$ cat src/rtl/div_pkg.sv
// rtl/div_pkg.sv - shared constants, opcode encodings and FSM states for div_unit
package div_pkg;
    localparam int XLEN  = 64;
    localparam int ITER  = 64;
    localparam int CNT_W = 7;

    localparam logic [1:0] DIV_OP  = 2'b00;
    localparam logic [1:0] DIVU_OP = 2'b01;
    localparam logic [1:0] REM_OP  = 2'b10;
    localparam logic [1:0] REMU_OP = 2'b11;

    localparam logic [XLEN-1:0] ALL_ONES = {XLEN{1'b1}};
    localparam logic [XLEN-1:0] INT_MIN  = {1'b1, {(XLEN-1){1'b0}}};

    typedef enum logic [1:0] {IDLE, RUN, FIX, DONE} state_e;
endpackage

$ cat src/rtl/div_unit_if.sv
// rtl/div_unit_if.sv - launch/result handshake bundle of div_unit (word port under DIV_UNIT_WORD_EN)
interface div_unit_if;
    import div_pkg::*;

    logic            start;
    logic            kill;
    logic [1:0]      func;
    logic [XLEN-1:0] a;
    logic [XLEN-1:0] b;
    logic            busy;
    logic            done;
    logic [XLEN-1:0] s;
`ifdef DIV_UNIT_WORD_EN
    logic            word;

    modport master (output start, kill, func, a, b, word, input busy, done, s);
    modport slave  (input start, kill, func, a, b, word, output busy, done, s);
`else
    modport master (output start, kill, func, a, b, input busy, done, s);
    modport slave  (input start, kill, func, a, b, output busy, done, s);
`endif
endinterface

$ cat src/rtl/add64.sv
// rtl/add64.sv - 64-bit adder with carry in/out
module add64 (
    input  logic [63:0] a_i,
    input  logic [63:0] b_i,
    input  logic        cin_i,
    output logic [63:0] sum_o,
    output logic        cout_o
);
    assign {cout_o, sum_o} = {1'b0, a_i} + {1'b0, b_i} + {64'd0, cin_i};
endmodule

$ cat src/rtl/div_step.sv
// rtl/div_step.sv - one combinational restoring-division iteration
module div_step
    import div_pkg::*;
(
    input  logic [XLEN-1:0] rem_i,
    input  logic            qbit_i,
    input  logic [XLEN-1:0] div_i,
    output logic [XLEN-1:0] rem_o,
    output logic            qbit_o
);
    logic [XLEN-1:0] shifted;
    logic [XLEN-1:0] diff;
    logic            no_borrow;

    assign shifted = {rem_i[XLEN-2:0], qbit_i};

    add64 u_sub (
        .a_i    (shifted),
        .b_i    (~div_i),
        .cin_i  (1'b1),
        .sum_o  (diff),
        .cout_o (no_borrow)
    );

    // The bit shifted out of rem_i is the 65th bit of the trial dividend: if set it always exceeds div_i.
    assign qbit_o = rem_i[XLEN-1] | no_borrow;
    assign rem_o  = qbit_o ? diff : shifted;
endmodule

$ cat src/rtl/div_unit.sv
// rtl/div_unit.sv - iterative radix-2 restoring divider for DIV/DIVU/REM/REMU
// DIV_UNIT_WORD_EN adds the 32-bit W variants through the interface word signal.
module div_unit
    import div_pkg::*;
(
    input  logic       clk,
    input  logic       rst_n,
    div_unit_if.slave  bus
);
    state_e           state_q;
    logic             busy_q, done_q, rem_op_q, qneg_q, rneg_q;
    logic [XLEN-1:0]  rem_q, quo_q, bmag_q, s_q;
    logic [CNT_W-1:0] cnt_q, last_cnt;

    logic             sgn, rem_op, a_neg, b_neg, div_zero, ovf, w;
    logic [XLEN-1:0]  a_x, b_x, a_mag, b_mag, preload_d, spec_res_d, fix_res_d;
    logic [XLEN-1:0]  step_rem, quo_fix, rem_fix;
    logic             step_q;

    always_comb begin
        sgn    = 1'b0;
        rem_op = 1'b0;
        case (bus.func)
            DIV_OP:  begin sgn = 1'b1; rem_op = 1'b0; end
            DIVU_OP: begin sgn = 1'b0; rem_op = 1'b0; end
            REM_OP:  begin sgn = 1'b1; rem_op = 1'b1; end
            default: begin sgn = 1'b0; rem_op = 1'b1; end
        endcase
    end

`ifdef DIV_UNIT_WORD_EN
    logic w_q;

    function automatic logic [XLEN-1:0] ext_w(input logic [XLEN-1:0] x, input logic sx);
        return {{(XLEN-32){sx & x[31]}}, x[31:0]};
    endfunction

    assign w        = bus.word;
    assign a_x      = w ? ext_w(bus.a, sgn) : bus.a;
    assign b_x      = w ? ext_w(bus.b, sgn) : bus.b;
    assign ovf      = sgn & (w ? (bus.a[31:0] == 32'h8000_0000 && bus.b[31:0] == 32'hFFFF_FFFF)
                               : (bus.a == INT_MIN && bus.b == ALL_ONES));
    assign last_cnt = w_q ? CNT_W'(31) : CNT_W'(ITER-1);
`else
    assign w        = 1'b0;
    assign a_x      = bus.a;
    assign b_x      = bus.b;
    assign ovf      = sgn & (bus.a == INT_MIN) & (bus.b == ALL_ONES);
    assign last_cnt = CNT_W'(ITER-1);
`endif

    assign a_neg    = sgn & a_x[XLEN-1];
    assign b_neg    = sgn & b_x[XLEN-1];
    assign a_mag    = a_neg ? -a_x : a_x;
    assign b_mag    = b_neg ? -b_x : b_x;
    assign div_zero = (b_x == '0);

    // Word operands sit in the upper half so 32 iterations leave the quotient in the low half.
    assign preload_d = w ? {a_mag[31:0], 32'd0} : a_mag;

    always_comb begin
        spec_res_d = rem_op ? (div_zero ? a_x : '0) : (div_zero ? ALL_ONES : a_x);
        quo_fix    = qneg_q ? -quo_q : quo_q;
        rem_fix    = rneg_q ? -rem_q : rem_q;
        fix_res_d  = rem_op_q ? rem_fix : quo_fix;
`ifdef DIV_UNIT_WORD_EN
        if (w)   spec_res_d = ext_w(spec_res_d, 1'b1);
        if (w_q) fix_res_d  = ext_w(fix_res_d, 1'b1);
`endif
    end

    div_step u_step (
        .rem_i  (rem_q),
        .qbit_i (quo_q[XLEN-1]),
        .div_i  (bmag_q),
        .rem_o  (step_rem),
        .qbit_o (step_q)
    );

    always_ff @(posedge clk or negedge rst_n) begin
        if (!rst_n) begin
            state_q  <= IDLE;
            busy_q   <= 1'b0;
            done_q   <= 1'b0;
            rem_op_q <= 1'b0;
            qneg_q   <= 1'b0;
            rneg_q   <= 1'b0;
            rem_q    <= '0;
            quo_q    <= '0;
            bmag_q   <= '0;
            s_q      <= '0;
            cnt_q    <= '0;
`ifdef DIV_UNIT_WORD_EN
            w_q      <= 1'b0;
`endif
        end else if (bus.kill && state_q != IDLE) begin
            state_q <= IDLE;
            busy_q  <= 1'b0;
            done_q  <= 1'b0;
        end else begin
            case (state_q)
                IDLE: if (bus.start && !bus.kill) begin
                    busy_q   <= 1'b1;
                    rem_op_q <= rem_op;
                    qneg_q   <= a_neg ^ b_neg;
                    rneg_q   <= a_neg;
`ifdef DIV_UNIT_WORD_EN
                    w_q      <= w;
`endif
                    if (div_zero || ovf) begin
                        s_q     <= spec_res_d;
                        done_q  <= 1'b1;
                        state_q <= DONE;
                    end else begin
                        rem_q   <= '0;
                        quo_q   <= preload_d;
                        bmag_q  <= b_mag;
                        cnt_q   <= '0;
                        state_q <= RUN;
                    end
                end
                RUN: begin
                    rem_q <= step_rem;
                    quo_q <= {quo_q[XLEN-2:0], step_q};
                    cnt_q <= cnt_q + 1'b1;
                    if (cnt_q == last_cnt) state_q <= FIX;
                end
                FIX: begin
                    s_q     <= fix_res_d;
                    done_q  <= 1'b1;
                    state_q <= DONE;
                end
                default: begin
                    done_q  <= 1'b0;
                    busy_q  <= 1'b0;
                    state_q <= IDLE;
                end
            endcase
        end
    end

    assign bus.busy = busy_q;
    assign bus.done = done_q;
    assign bus.s    = s_q;
endmodule
$ cat src/flat_wrapper.sv
// flat-port wrapper written by rule: the top's interface ports become plain ports
module div_unit_flat import div_pkg::*;
  (clk, rst_n, bus_start, bus_kill, bus_func, bus_a, bus_b, bus_busy, bus_done, bus_s);
  div_unit_if bus_i ();
  input  logic clk;
  input  logic rst_n;
  input wire logic [$bits(bus_i.start)-1:0] bus_start;
  input wire logic [$bits(bus_i.kill)-1:0] bus_kill;
  input wire logic [$bits(bus_i.func)-1:0] bus_func;
  input wire logic [$bits(bus_i.a)-1:0] bus_a;
  input wire logic [$bits(bus_i.b)-1:0] bus_b;
  output wire logic [$bits(bus_i.busy)-1:0] bus_busy;
  output wire logic [$bits(bus_i.done)-1:0] bus_done;
  output wire logic [$bits(bus_i.s)-1:0] bus_s;
  assign bus_i.start = bus_start;
  assign bus_i.kill = bus_kill;
  assign bus_i.func = bus_func;
  assign bus_i.a = bus_a;
  assign bus_i.b = bus_b;
  assign bus_busy = bus_i.busy;
  assign bus_done = bus_i.done;
  assign bus_s = bus_i.s;
  div_unit u_core (.clk(clk), .rst_n(rst_n), .bus(bus_i));
endmodule
$ cat config.mk
export PLATFORM = sky130hd
export DESIGN_NAME = div_unit_flat
export DESIGN_NICKNAME = d
export VERILOG_FILES = /design/src/rtl/div_pkg.sv /design/src/rtl/div_unit_if.sv /design/src/rtl/add64.sv /design/src/rtl/div_step.sv /design/src/rtl/div_unit.sv /design/src/flat_wrapper.sv
export SDC_FILE = /design/constraint.sdc
export NUM_CORES = 1
export LEC_CHECK = 0
export ABC_AREA = 1
export CAP_MARGIN = 40
export CORE_ASPECT_RATIO = 2
export CORE_MARGIN = 10
export CORE_UTILIZATION = 40
export CTS_BUF_LIST = sky130_fd_sc_hd__clkbuf_4
export CTS_CLUSTER_DIAMETER = 150
export CTS_CLUSTER_SIZE = 16
export DETAILED_ROUTE_END_ITERATION = 8
export PLACE_DENSITY_LB_ADDON = 0.2
export SETUP_SLACK_MARGIN = 0.15
export SKIP_LAST_GASP = 1
export SYNTH_ARGS = -nofsm -noshare
export SYNTH_HDL_FRONTEND = slang
export SYNTH_SLANG_ARGS = --single-unit
$ cat constraint.sdc
create_clock -name clk -period 2.55 [get_ports clk]
set_clock_uncertainty 0.05 [all_clocks]
set_input_delay 0.51 -clock clk [delete_from_list [all_inputs] [get_ports clk]]
set_output_delay 0.51 -clock clk [all_outputs]
set_load 0.005 [all_outputs]
Yosys cells after proc, flatten, opt, wreduce, memory -nomap -nowiden:

Cells that the tools add are included.

* add/sub/neg operators: 7
* reduce and logical (&&, ||, !) cells: 20
* equal/unequal tests: 15
* muxes and demuxes: 35
* bitwise operators: 9

Operator list (count)
* $mux 64: 15
* $pmux 64 s2: 3
* $neg 64->64: 4
* $eq 64x64->1 const B: 2
* $add 64x64->65: 1
* $add 65x1->65 const B: 1
* $logic_not 64->1: 1
* $not 64->64: 1
* $mux 7: 2
* $pmux 7 s2: 1
* $reduce_and 4->1: 3
* $ne 3x1->1 const B: 3
* $mux 2: 4
* $ne 2x1->1 const B: 4
* $add 7x1->7 const B: 1
* $eq 7x6->1 const B: 1
* $mux 1: 7
* $pmux 2 s3: 1
* $reduce_and 3->1: 2
* $reduce_bool 2->1: 3
* $reduce_or 2->1: 3
* $and 1x1->1: 4
* $eq 2x1->1 const B: 2
* $eq 2x2->1 const B: 2
* 11 further kinds: 15

* bits in registers: 270
* bits of input ports: 134
* output and inout port bits: 66
* logic and storage cells: 97

Logic depth before layout (Yosys ltp):

* depth after elaboration: 10
* mapped depth: 19
* mapped depth without buffers: 18

Cells and area by module:

A second synthesis with hierarchy kept.

* cell total of the unflattened synthesis: 5740
* area, all modules: 30342.9 um^2

By module, submodules not included
* div_unit: sequential area each 6756.5 um^2, times used 1, area an instance 23274.8 um^2, cells an instance 4167
* add64: sequential area each 0.0 um^2, times used 1, area an instance 5864.4 um^2, cells an instance 1293
* div_step: sequential area each 0.0 um^2, times used 1, area an instance 1203.7 um^2, cells an instance 280

Worst setup path after synthesis:

OpenSTA, ideal clock, no wires.

* kind: reg2reg
* from: reg u_core.quo_q[63]
* to: reg u_core.rem_q[29]
* period minus slack after synthesis: 2.444 ns
* cell stages (with the launch flop): 20
* slack: 0.106 ns
* buffers on the path: 2
* arrival: 2.277 ns
* setup time: 0.117 ns
* required time: 2.383 ns
* cells stage by stage: dfrtp_1 > inv_1 > ha_1 > fa_1 > inv_1 > nand2_1 > nand2_1 > nand3_1 > nand2_1 > nand2_1 > nand2_1 > nand2_1 > nand2_1 > nand3_2 > nand2_2 > buf_6 > buf_4 > nand2_1 > nand3_1 > nand2_1

* longest elaborated chain between the ends: 5

RTL lines
* start: declaration: line div_unit.sv:12 `logic [XLEN-1:0] rem_q, quo_q, bmag_q, s_q;`
* start signal: assignment: line div_unit.sv:116 `quo_q <= preload_d;`
* start signal: assignment: line div_unit.sv:124 `quo_q <= {quo_q[XLEN-2:0], step_q};`
* $add 64x64->65 *: line add64.sv:9 `assign {cout_o, sum_o} = {1'b0, a_i} + {1'b0, b_i} + {64'd0, cin_i};`
* $add 65x1->65 *: line add64.sv:9
* $or 1x1->1: line div_step.sv:26 `assign qbit_o = rem_i[XLEN-1] | no_borrow;`
* $mux 64 *: line div_step.sv:27 `assign rem_o = qbit_o ? diff : shifted;`
* $pmux 64 s2 *: line div_unit.sv:101 `case (state_q)`
* end signal: assignment: line div_unit.sv:123 `rem_q <= step_rem;`
* end: declaration: line div_unit.sv:12

Mark *: on every way between the ends. The rest lies on a longest branch, timed or not.
A chain may end at the register's enable or synchronous reset.

Final worst setup path:

* from: reg u_core.quo_q[63]
* to: reg u_core.rem_q[12]

Same word-level chain as after synthesis.

==> out/metrics.csv <==
metric,value,unit
vias,40700,
critPathTopFamily,simple AND/OR/NAND/NOR gates,
cts.sink_count,270,
arrival,3.78,ns
numCtsBuffers,20,
pre_cts_slack,-0.927,ns
worst_slew_pin_slew,0.684,ns
p_switching,17.2,mW
critPathSlowestCell,dfrtp_1,
start_util,40.3,%
synthCells,5371,
worst-path-stages,21,
nNetsFinal,6875,
worstHoldPathType,in2async,
avgSynthCellArea,5.46,sq um
row_count,140,
share_comb_of_total_power,72.8,%
p_seq_share,20.7,%
min_period_over_period,119,%
drc,0,
synth.distinct_cells,45,
fin_tns_setup,-29.96,ns
finalHoldViolations,0,
start_kind,flip-flop,
core_area,72900,sq um
hpwl,138,mm
outcome,finished with violations,
synthTopCellsByArea,"nand2_1 26%, dfrtp_1 23%, nand3_1 10%",
finalSetupViolCount,99,
wl_per_cell,22.6,um
synthMuxAreaShare,0,%
maxSlewViolCount,0,
drtPass1Iterations,8,
synth_fa_ha_area_share,3.22,%
violations,negative setup slack,
final_cell_area,44000,sq um
crit_fanout,4,
grt_overflow_total,0,
sw_frac_of_total,52.3,%
power,32.9,mW
die_h,403,um
cts.clk_slew.worst_paths,0.25,ns
cpPeakStageDelay,0.46,ns
synth_top_family_by_area,simple AND/OR/NAND/NOR gates,
design.die.area,85200,sq um
p_int,15.7,mW
synthXorXnorAreaFrac,3.61,%
synth_area_leader_cell,nand2_1,
htreeDepth,1,
synth-simple-area-share,49.6,%
power.density,748,nW/um^2
rr_worst_depth,21,
place_congestion,1.07,
syn_area,29300,sq um
yosysWarnings,0,
slew_headroom,54.3,%
grt_start_max_net_pins,82,
pin_count,200,
critical_path_class,reg2reg,
worst_skew_pair.late_latency,0.93,ns
drive_gt1_share,25.5,%
drtIter0Drc,3193,
post-route-util,60.4,%
rsz0062_at_grt,yes,
io_buffers,199,
seq_area_frac_synth,23.0,%
synth-seq-cells,270,
crit_path_cell_trace,clkinvlp_4 > buf_12 > ha_4 > fa_2 > inv_2 > nand2_2 > nand2_2 > nand3_2 > nand2_2 > nand2_4 > nand2_4 > nand2_4 > nand2_8 > nand3_4 > nand2_8 > buf_12 > buf_12 > buf_8 > nand2_4 > nand3_2 > nand2_1,
grt_pass1_vias,40600,
grt_util_all_layers,39.0,%
path_buf_inv,6,
final_antenna_net_count,0,
clock.fmax,329,MHz
cts_root_buf,clkbuf_4,
critPathCaptureType,flip-flop,
die_w,211,um
p_leak,24.2,nW
clockBufferDepth,3,
antenna_found_initial,5,
synth_compound_gate_area_share,8.73,%
finalWirelength,172,mm
crit_top_cell,nand2_4,
syn2layout_area_growth,50.2,%
vdd_drop_max,464,uV
routed_via_density,5.36,
grt_first_pass_wirelength,245,mm
drv_cap,0,
layout_setup_ws,-0.490,ns
cp_data_required_time,3.29,ns
post-route-min-period,3.04,ns
pwr-share-clk,6.5,%
synth_top_area_share,26.3,%
synth.net_count,5580,
cts_tree,done,
fill_cells,7327,
post_dp_cell_area,41000,sq um
## flip-flops by register name, indices dropped and copies added, names as in the netlist
name and cells:
u_core.cnt_q 7, u_core.bus.s 64, u_core.qneg_q 1, u_core.quo_q 64, u_core.bus.busy 1, u_core.bmag_q 64, u_core.rem_q 64, u_core.rem_op_q 1
u_core.rneg_q 1, u_core.bus.done 1, u_core.state_q 2
## worst paths after layout
path	startpoint	to	slack [ns]
setup reg to reg	u_core.quo_q[63]	u_core.rem_q[12]	-0.49
hold reg to reg	u_core.bus.s[23]	u_core.bus.s[23]	0.45
min in group clk	bus_func[1]	u_core.bus.s[41]	0.25
hold / removal	rst_n	u_core.rem_q[17]	0.08
max in group asynchronous	rst_n	u_core.bus.s[26]	1.87
setup / recovery	u_core.quo_q[63]	u_core.rem_q[12]	-0.49
## what timing repair did
item	CTS	global route
endpoints found under the setup margin	172	197
cloned	7	4
hold endpoints to repair	270	0
resized for setup	220	402
hold buffers	2	0
setup buffers	38	29
pin swaps	59	135
## routing by layer
layer | up-vias | global-route usage (%) | wire [um]
li1 | 19500 | - | -
met1 | 18600 | 32.9 | 50600
met2 | 1790 | 71.2 | 86900
met3 | 813 | 6.10 | 9620
met4 | 4 | 45.1 | 24600
met5 | - | 0 | 23
## layout make-up
cell class	count	area [sq um]	area share, %
timing repair buffer	1446	12400	28.2
clock inverter	1	3.75	0.00852
antenna	2	5.00	0.0114
sequential	270	6770	15.4
inverter	699	2680	6.08
tap	923	1150	2.62
multi-input combinational	4229	20800	47.3
clock buffer	24	180	0.409
## synthesized netlist by cell type (all sizes together)
master / count
inv: 697
nand4: 102
o31ai: 4
nand3b: 6
o2111ai: 1
nor3b: 4
nor4: 5
o211a: 1
a21o: 1
fa: 1
or2: 5
clkinv: 2
and3: 8
buf: 94
nor3: 72
nand3: 592
clkbuf: 79
dfrtp: 270
xor2: 78
nor2: 670
and2: 3
o221ai: 1
o21ai: 341
xnor2: 43
nand2: 2065
o21bai: 2
o211ai: 4
o22ai: 4
ha: 74
a2bb2oi: 1
a21oi: 141
## logic make-up after synthesis
kind of cell	Yosys count
AOI/OAI and AO/OA	501
xor gates and xnor gates	121
adders and majority gates	75
buffers and inverters	872
DFF	270
and+or+nand+nor	3532
## worst register-to-register path, cell delays in order (launching register included)
cell,delay [ns]
dfrtp_1,0.46
clkinvlp_4,0.12
buf_12,0.15
ha_4,0.17
fa_2,0.34
inv_2,0.07
nand2_2,0.05
nand2_2,0.08
nand3_2,0.07
nand2_2,0.11
nand2_4,0.06
nand2_4,0.10
nand2_4,0.08
nand2_8,0.11
nand3_4,0.12
nand2_8,0.10
buf_12,0.14
buf_12,0.15
buf_8,0.15
nand2_4,0.05
nand3_2,0.09
nand2_1,0.09
## per-stage QoR
stage / instances / hold WS [ns]
after global placement: 7488 / 0.339
after floorplan: 5371 / 0.164
after detailed placement: 7488 / 0.342
after CTS: 7560 / 0.0515
after global routing: 7594 / 0.0834
final: 7594 / 0.0836
## layout by cell type, fill, tap and decap left out, types with 6 or more instances in the layout
cell / netlist / layout
nand2_1: 2058 / 1942
buf_4: 5 / 1132
inv_1: 687 / 654
nor2_1: 656 / 571
nand3_1: 585 / 465
o21ai_0: 290 / 268
dfrtp_1: 270 / 261
clkdlybuf4s50_1: 0 / 153
a21oi_1: 141 / 136
nand3_2: 7 / 113
nand4_1: 101 / 101
nand2_2: 7 / 83
xor2_1: 78 / 78
o21ai_1: 50 / 69
ha_1: 74 / 69
nor3_1: 71 / 65
nor2_2: 10 / 61
buf_12: 0 / 54
dlygate4sd2_1: 0 / 44
xnor2_1: 43 / 43
buf_6: 13 / 42
nor2_4: 4 / 38
nand2_4: 0 / 37
inv_2: 10 / 31
clkbuf_4: 0 / 24
nand3_4: 0 / 14
dfrtp_2: 0 / 9
buf_16: 0 / 8
and3_1: 8 / 7
buf_8: 0 / 7
nor3_2: 1 / 6
nand3b_1: 6 / 6
## power groups by stage
stage	logic [mW]	clock network [mW]	registers, mW
after floorplan	10.9	0	6.60
after global placement	21.6	0	6.80
after detailed placement	21.7	0	6.84
after CTS	22.2	2.17	6.73
after global routing	25.8	2.27	6.95
final	24.0	2.15	6.82
(Power assumes the default switching activity.)
